File: src/rtl/id_stage.sv
// rtl/id_stage.sv - registered RV32I decode stage with forwarding, load-use stall and branch resolution
module id_stage #(
  parameter int unsigned     XLEN     = 32,
  parameter bit              FWD_EN   = 1'b1,
  parameter logic [XLEN-1:0] RESET_PC = '0
) (
  input  logic              clk,
  input  logic              rst,
  input  logic              fs_to_ds_valid,
  input  logic [2*XLEN-1:0] fs_data,
  output logic              ds_allowin,
  input  logic              flush,
  output logic [4:0]        rf_raddr1,
  output logic [4:0]        rf_raddr2,
  input  logic [XLEN-1:0]   rf_rdata1,
  input  logic [XLEN-1:0]   rf_rdata2,
  input  logic              ex_wen,
  input  logic              mem_wen,
  input  logic              wb_wen,
  input  logic [4:0]        ex_waddr,
  input  logic [4:0]        mem_waddr,
  input  logic [4:0]        wb_waddr,
  input  logic [XLEN-1:0]   ex_wdata,
  input  logic [XLEN-1:0]   mem_wdata,
  input  logic [XLEN-1:0]   wb_wdata,
  input  logic              ex_is_load,
  input  logic              es_allowin,
  output logic              ds_to_es_valid,
  output logic [XLEN-1:0]   es_pc,
  output logic [XLEN-1:0]   es_instr,
  output logic [XLEN-1:0]   es_src1,
  output logic [XLEN-1:0]   es_src2,
  output logic [XLEN-1:0]   es_imm,
  output logic [4:0]        es_rd,
  output logic              es_rf_wen,
  output logic              br_valid,
  output logic [XLEN-1:0]   br_target
);
  localparam logic [6:0] OP_LUI    = 7'b0110111;
  localparam logic [6:0] OP_AUIPC  = 7'b0010111;
  localparam logic [6:0] OP_JAL    = 7'b1101111;
  localparam logic [6:0] OP_JALR   = 7'b1100111;
  localparam logic [6:0] OP_BRANCH = 7'b1100011;
  localparam logic [6:0] OP_LOAD   = 7'b0000011;
  localparam logic [6:0] OP_STORE  = 7'b0100011;
  localparam logic [6:0] OP_IMM    = 7'b0010011;
  localparam logic [6:0] OP_REG    = 7'b0110011;
  localparam logic [XLEN-1:0] NOP  = XLEN'(32'h13);

  logic              ds_valid;
  logic [2*XLEN-1:0] ds_buf;
  logic [31:0]       instr;
  logic [XLEN-1:0]   pc;
  logic [6:0]        opcode;
  logic [4:0]        rd, rs1, rs2;
  logic [2:0]        funct3;
  logic              use_rs1, use_rs2, writes_rd, is_br, is_jal, is_jalr;
  logic [31:0]       imm32;
  logic [XLEN-1:0]   fs1, fs2;
  logic              ex_hit1, ex_hit2, any_hit1, any_hit2, hazard;
  logic              ds_ready_go, issue, cond, taken;

  assign instr  = ds_buf[XLEN+31:XLEN];
  assign pc     = ds_buf[XLEN-1:0];
  assign opcode = instr[6:0];
  assign rd     = instr[11:7];
  assign funct3 = instr[14:12];
  assign rs1    = instr[19:15];
  assign rs2    = instr[24:20];

  always_comb begin
    use_rs1   = 1'b0;
    use_rs2   = 1'b0;
    writes_rd = 1'b0;
    is_br     = 1'b0;
    is_jal    = 1'b0;
    is_jalr   = 1'b0;
    imm32     = '0;
    case (opcode)
      OP_LUI, OP_AUIPC: begin
        writes_rd = 1'b1;
        imm32     = {instr[31:12], 12'b0};
      end
      OP_JAL: begin
        writes_rd = 1'b1;
        is_jal    = 1'b1;
        imm32     = {{12{instr[31]}}, instr[19:12], instr[20], instr[30:21], 1'b0};
      end
      OP_JALR: begin
        writes_rd = 1'b1;
        use_rs1   = 1'b1;
        is_jalr   = 1'b1;
        imm32     = {{21{instr[31]}}, instr[30:20]};
      end
      OP_BRANCH: begin
        use_rs1 = 1'b1;
        use_rs2 = 1'b1;
        is_br   = 1'b1;
        imm32   = {{20{instr[31]}}, instr[7], instr[30:25], instr[11:8], 1'b0};
      end
      OP_LOAD, OP_IMM: begin
        writes_rd = 1'b1;
        use_rs1   = 1'b1;
        imm32     = {{21{instr[31]}}, instr[30:20]};
      end
      OP_STORE: begin
        use_rs1 = 1'b1;
        use_rs2 = 1'b1;
        imm32   = {{21{instr[31]}}, instr[30:25], instr[11:7]};
      end
      OP_REG: begin
        writes_rd = 1'b1;
        use_rs1   = 1'b1;
        use_rs2   = 1'b1;
      end
      default: ;
    endcase
  end

  // Youngest producer wins; x0 is hard-wired to zero regardless of pending writes.
  function automatic logic [XLEN-1:0] fwd(input logic [4:0] a, input logic [XLEN-1:0] rdata);
    if (a == 5'd0)                       fwd = '0;
    else if (ex_wen && ex_waddr == a)    fwd = ex_wdata;
    else if (mem_wen && mem_waddr == a)  fwd = mem_wdata;
    else if (wb_wen && wb_waddr == a)    fwd = wb_wdata;
    else                                 fwd = rdata;
  endfunction

  assign fs1 = fwd(rs1, rf_rdata1);
  assign fs2 = fwd(rs2, rf_rdata2);

  assign ex_hit1  = use_rs1 && rs1 != 5'd0 && ex_wen && ex_waddr == rs1;
  assign ex_hit2  = use_rs2 && rs2 != 5'd0 && ex_wen && ex_waddr == rs2;
  assign any_hit1 = use_rs1 && rs1 != 5'd0 && ((ex_wen && ex_waddr == rs1) ||
                    (mem_wen && mem_waddr == rs1) || (wb_wen && wb_waddr == rs1));
  assign any_hit2 = use_rs2 && rs2 != 5'd0 && ((ex_wen && ex_waddr == rs2) ||
                    (mem_wen && mem_waddr == rs2) || (wb_wen && wb_waddr == rs2));
  assign hazard   = ds_valid && (((ex_hit1 || ex_hit2) && ex_is_load) ||
                    (!FWD_EN && (any_hit1 || any_hit2)));

  assign ds_ready_go    = !hazard;
  assign ds_allowin     = !ds_valid || (ds_ready_go && es_allowin);
  assign ds_to_es_valid = ds_valid && ds_ready_go;
  assign issue          = ds_valid && ds_ready_go && es_allowin;

  always_comb begin
    case (funct3)
      3'b000:  cond = (fs1 == fs2);
      3'b001:  cond = (fs1 != fs2);
      3'b100:  cond = ($signed(fs1) < $signed(fs2));
      3'b101:  cond = ($signed(fs1) >= $signed(fs2));
      3'b110:  cond = (fs1 < fs2);
      3'b111:  cond = (fs1 >= fs2);
      default: cond = 1'b0;
    endcase
  end

  assign taken     = is_jal || is_jalr || (is_br && cond);
  assign br_valid  = issue && taken && !flush && !rst;
  assign br_target = is_jalr ? ((fs1 + es_imm) & ~XLEN'(1)) : (pc + es_imm);

  assign rf_raddr1 = rs1;
  assign rf_raddr2 = rs2;
  assign es_pc     = pc;
  assign es_instr  = ds_buf[2*XLEN-1:XLEN];
  assign es_imm    = XLEN'($signed(imm32));
  assign es_rd     = rd;
  assign es_rf_wen = writes_rd && rd != 5'd0;
  assign es_src1   = use_rs1 ? fs1 : '0;
  assign es_src2   = (is_jal || is_jalr) ? pc + XLEN'(4) : (use_rs2 ? fs2 : '0);

  // A redirect in this cycle means the packet fetch is offering is wrong-path.
  always_ff @(posedge clk) begin
    if (rst) begin
      ds_valid <= 1'b0;
      ds_buf   <= {NOP, RESET_PC};
    end else if (flush) begin
      ds_valid <= 1'b0;
    end else if (ds_allowin) begin
      ds_valid <= fs_to_ds_valid && !br_valid;
      if (fs_to_ds_valid && !br_valid) ds_buf <= fs_data;
    end
  end
endmodule
File: config.mk
export PLATFORM = sky130hd
export DESIGN_NAME = id_stage
export DESIGN_NICKNAME = d
export VERILOG_FILES = /design/src/rtl/id_stage.sv
export SDC_FILE = /design/constraint.sdc
export NUM_CORES = 1
export LEC_CHECK = 0
export ABC_AREA = 1
export CORE_AREA = 2 2 178 180
export CTS_CLUSTER_SIZE = 40
export DETAILED_ROUTE_END_ITERATION = 7
export DIE_AREA = 0 0 180 182
export PLACE_DENSITY = 0.71
export REMOVE_ABC_BUFFERS = 1
export SLEW_MARGIN = 25
export SYNTH_ARGS = -nofsm -noshare
export SYNTH_HDL_FRONTEND = slang
export SYNTH_SLANG_ARGS = --single-unit
File: constraint.sdc
create_clock -name clk -period 7.5 [get_ports clk]
set_clock_uncertainty 0.15 [all_clocks]
set_input_delay 1.5 -clock clk [delete_from_list [all_inputs] [get_ports clk]]
set_output_delay 1.5 -clock clk [all_outputs]
set_load 0.03 [all_outputs]
Word-level counts from Yosys, hierarchy flattened

Cells that the tools add are included.

Add/subtract/negate cells: 3
Order comparisons: 4
Equality and inequality tests: 22
Multiplexer cells: 20
Bitwise gates (word level): 1
Reduce and logical (&&, ||, !) cells: 45

Operators with widths:

| kind                                                            | number |
|---|---|
| 32-bit 2-to-1 mux                                               | 12 |
| 32-bit case mux with 5 select lines                             | 1 |
| 32-bit adder                                                    | 2 |
| 32-bit >= comparator                                            | 2 |
| 32-bit < comparator                                             | 2 |
| 32-bit by 3-bit adder with 32-bit output, second input constant | 1 |
| 32-bit == test                                                  | 1 |
| 32-bit inequality test                                          | 1 |
| 5-bit == test                                                   | 6 |
| 1-bit logical AND                                               | 23 |
| 7-bit by 6-bit == test with 1-bit output, second input constant | 3 |
| 7-bit == test, second input constant                            | 3 |
| 5-bit nonzero test                                              | 3 |
| 7-bit by 5-bit == test with 1-bit output, second input constant | 2 |
| 3-bit == test, second input constant                            | 4 |
| 5-bit zero test                                                 | 2 |
| 7-bit by 2-bit == test with 1-bit output, second input constant | 1 |
| 7-bit OR reduction                                              | 1 |
| 1-bit 2-to-1 mux                                                | 6 |
| 1-bit case mux with 6 select lines                              | 1 |
| 3-bit OR reduction                                              | 2 |
| 6-bit OR reduction                                              | 1 |
| 1-bit zero test                                                 | 5 |
| 1-bit logical OR                                                | 4 |
| other kinds (5)                                                 | 6 |

Flip-flop bits (word level): 65

Logic depth before layout (Yosys ltp)

Depth after elaboration: 18
Gate-level depth with buffers: 35
Mapped depth without buffers: 34

Worst setup path before layout

No wires, ideal clock.

Path kind: register to output
Start point: reg ds_buf[33]
End point: out br_target[30]
Arrival: 4994 ps
Data required time: 5850 ps
Slack: 856 ps
Stages on the path, launching flop included: 29
Path buffers: 0
Cell sequence: dfxtp_1 > nand2_1 > nor2_1 > inv_1 > nor2_1 > nand2_1 > inv_2 > a31oi_1 > o22ai_1 > ha_1 > inv_1 > fa_1 > o31ai_1 > inv_1 > o21ai_0 > inv_1 > o21ai_2 > inv_1 > o21ai_2 > a21oi_1 > o21ai_1 > nand2_1 > o21ai_2 > nand3_1 > nand2_1 > a211oi_1 > or2_2 > nand3_1 > o21ai_0

Cells in the longest elaborated chain, start to end: 5

Ends and longest elaborated chain:

| what                                                                   | line | RTL |
|---|---|---|
| start, declared                                                        | 51   | `logic [2*XLEN-1:0] ds_buf;` |
| start signal, assigned                                                 | 176  | `ds_buf <= {NOP, RESET_PC};` |
| start signal, assigned                                                 | 181  | `if (fs_to_ds_valid && !br_valid) ds_buf <= fs_data;` |
| 7-bit by 2-bit == test with 1-bit output, or another cell as far along | 79   | `case (opcode)` |
| 3-bit OR reduction (no line) or 2-bit OR reduction (tied branches)     | --   |  |
| 32-bit case mux with 5 select lines *                                  | 79   |  |
| named net es_imm[0]                                                    | 33   | `output logic [XLEN-1:0] es_imm,` |
| 32-bit adder                                                           | 160  | `assign br_target = is_jalr ? ((fs1 + es_imm) & ~XLEN'(1)) : (pc + es_imm);` |
| 32-bit 2-to-1 mux *                                                    | 160  |  |
| end, declared                                                          | 37   | `output logic [XLEN-1:0] br_target` |

The timed path passes the listed nets; every way through them passes the cells marked *.

Final worst setup path

Start point: in wb_waddr[3]
End point: out br_target[20]

Cells in the longest elaborated chain, start to end: 8

Ends and longest elaborated chain:

| what              | line | RTL |
|---|---|---|
| start, declared   | 22   | `input logic [4:0] wb_waddr,` |
| 5-bit == test     | --   |  |
| 1-bit logical AND | --   |  |
| 32-bit 2-to-1 mux | 125  | `else if (wb_wen && wb_waddr == a) fwd = wb_wdata;` |
| 32-bit 2-to-1 mux | 124  | `else if (mem_wen && mem_waddr == a) fwd = mem_wdata;` |
| 32-bit 2-to-1 mux | 123  | `else if (ex_wen && ex_waddr == a) fwd = ex_wdata;` |
| 32-bit 2-to-1 mux | 122  | `if (a == 5'd0) fwd = '0;` |
| 32-bit adder      | 160  |  |
| 32-bit 2-to-1 mux | 160  |  |

Every way passes these cells.

==> results.json <==
{
  "status": "finished clean",
  "grt_usage_pct": 35.2,
  "yosys_warnings": 0,
  "grt_max_degree": 67,
  "synth.most_common_cell": "nand2_1",
  "combinationalPowerShare_pct": 61.1,
  "final-max-slew-violation-count": 0,
  "vias_per_cell": 5.51,
  "grt_pass1_wl_um": 89800,
  "cap_violations": 0,
  "firstDrtPassIters": 5,
  "cts_buffers": 9,
  "synth-async-reset-ratio_pct": 0,
  "period_share_pct": 96.3,
  "hpwl_um": 49700,
  "hold_viol_final": 0,
  "drtIter0Drc": 1418,
  "met3_length_um": 5230,
  "power_frac_clock_pct": 20.9,
  "drive_above_1_share_pct": 7.76,
  "synth_ff_type": "dfxtp_1",
  "leakage_nw": 8.31,
  "netlist_instances": 2152,
  "internal_power_mw": 1.23,
  "antenna_found_initial": 0,
  "critPathMaxStageDelay_ns": 0.53,
  "cp_slowest_cell": "clkdlybuf4s50_1",
  "fp.dieArea_mm2": 0.0328,
  "end_kind": "output pin",
  "p_seq_share_pct": 18.1,
  "drc": 0,
  "wl_per_cell_um": 20.4,
  "area_delta_synth_final_pct": 49.5,
  "routabilityCongestion": 0.986,
  "core_mm2": 0.0310,
  "final_cell_count_no_fill": 2991,
  "drtAntennaViolNets": 0,
  "gr-total-overflow": 0,
  "powerDensity_mw_per_mm2": 131,
  "path_max_fanout": 10,
  "die_w_um": 180,
  "p_sw_share_pct": 46.3,
  "synth_area_leaders": "nand2_1 (17%), dfxtp_1 (11%), inv_1 (10%)",
  "clock-root-buffer": "clkbuf_16",
  "fmax_mhz": 138,
  "worst_pin_slew_ns": 1.23,
  "start_util_pct": 37.7,
  "fin_util_pct": 56.4,
  "worst_ir_drop_vdd_v": 0.0000941,
  "vias": 16485,
  "routed_wl_um": 61200,
  "grt_pass1_vias": 15513,
  "cts.sinks": 65,
  "top_layer": "met4",
  "synth_common_cells": "nand2_1 (518), inv_1 (320), nor2_1 (271)",
  "finalPower_mw": 2.28,
  "netlist_area_mm2": 0.0117,
  "route.met2.wl_um": 29400,
  "io_buffers": 458,
  "synth_largest_area_cell": "nand2_1",
  "rsz0062_at_grt": "yes",
  "ios": 459,
  "htree_levels": 3,
  "cts_hold_buffers": 0,
  "wl_met1_um": 23800,
  "synth_area_per_cell_um2": 5.43,
  "crit_path_frequent_cell": "nand2_1",
  "clock_latency_ns": 0.35,
  "crit_path_start_kind": "input port",
  "synth_top_area_share_pct": 16.6,
  "place_inst": 2971,
  "cts_tree": "yes",
  "die_y_um": 182,
  "ys_seq_area_share_pct": 11.1,
  "clk_pin_slew_ns": 0.06,
  "p_switching_mw": 1.06,
  "diodes": 0,
  "synth_cell_types": 53,
  "synth_seq_cells": 65,
  "fin_crit_ns": 7.23,
  "max-clock-path-buffers": 2,
  "final_nets": 2927,
  "slew_headroom_pct": 17.0,
  "row_count": 65,
  "worstSetupPathType": "input port to output pin",
  "crit_arrival_ns": 5.58,
  "hold_ws_ns": 0.336,
  "crit_required_ns": 5.85,
  "finalSetupViolCount": 0,
  "hold_class": "register to register",
  "fin_setup_tns_ns": 0,
  "synth_edf_count": 0
}
==> area by class of cell <==
class                           count  area (µm²)
Sequential cell                    65        1300
Clock buffer                        9         225
Clock inverter                      6        90.1
Multi-Input combinational cell   1618        8610
Inverter                          364        1380
Timing Repair inverter              2        11.3
Tap cell                          402         503
Fill cell                        3127       13500
Timing Repair Buffer              525        5360
==> timing repair <==
action                     CTS  global route
buffers inserted             0             3
setup endpoints to repair    0            12
resized for setup            0            27
==> cells in the final DEF (no fill, tap or decap), types with 4 or more instances in the layout <==
cell type / n
nand2_1: 518
clkdlybuf4s50_1: 422
inv_1: 318
nor2_1: 268
o21ai_0: 170
a21oi_1: 120
ha_1: 91
nand3_1: 88
nand4_1: 81
buf_4: 73
dfxtp_1: 65
o211ai_1: 58
inv_2: 41
xor2_1: 30
nor3_1: 29
buf_12: 28
o21ai_1: 22
o22ai_1: 19
a31oi_1: 12
nor4_1: 12
mux2i_1: 11
o21a_1: 9
clkbuf_16: 9
o21ai_2: 8
xnor2_1: 8
nand3b_1: 6
nor2_2: 5
nand3_2: 5
nor3_2: 4
a211oi_1: 4
or2_2: 4
==> power by group through the flow <==
stage	clock network [mW]	logic, mW	registers (mW)
after floorplan	0	0.677	0.462
after global placement	0	1.36	0.419
after detailed placement	0	1.37	0.419
after CTS	0.478	1.38	0.412
after global routing	0.493	1.50	0.415
final	0.477	1.39	0.413
==> flip-flops by register name, indices dropped and copies added (netlist names) <==
name / flops
ds_buf: 64
ds_valid: 1
==> cells by family (layout without fill, tap and decap cells) <==
kind of cell / count (synthesis) / in the layout / share of synthesized area [%]
and+or+nand+nor: 1030 / 1030 / 37.3
buffers and inverters: 469 / 906 / 15.8
AOI/OAI and AO/OA: 445 / 445 / 21.8
adders and majority gates: 94 / 94 / 10.2
DFF: 65 / 65 / 11.1
xor gates and xnor gates: 38 / 38 / 2.85
muxes: 11 / 11 / 0.942
==> worst max-delay path: cells and delay by family <==
kind	cells	cell delay, ns
and+or+nand+nor	17	1.62
AOI/OAI and AO/OA	6	0.78
buffers and inverters	7	1.22
adders and majority gates	1	0.44
==> per-stage QoR <==
step	setup slack (ns)	area, µm²
6_report	0.275	17500
5_1_grt	-0.000780	17500
4_1_cts	0.135	17400
3_5_place_dp	0.141	17100
3_3_place_gp	0.196	17100
2_1_floorplan	-0.0567	11200
==> layer usage <==
| layer | vias up | GRT usage, % |
|---|---|---|
| met4 | 0 | 15.0 |
| met5 | - | 0 |
| li1 | 7930 | - |
| met3 | 171 | 6.28 |
| met2 | 877 | 62.5 |
| met1 | 7507 | 41.5 |
==> worst paths after layout <==
kind               startpoint       endpoint  slack [ns]  cells after the start
setup / recovery  wb_waddr[3]  br_target[20]        0.27                     31
hold / removal     ds_buf[32]     ds_buf[32]        0.34                      2
setup reg to reg   ds_buf[52]     ds_buf[52]        1.78                     29
hold reg to reg    ds_buf[32]     ds_buf[32]        0.34                      2
(Power assumes the default switching activity.)
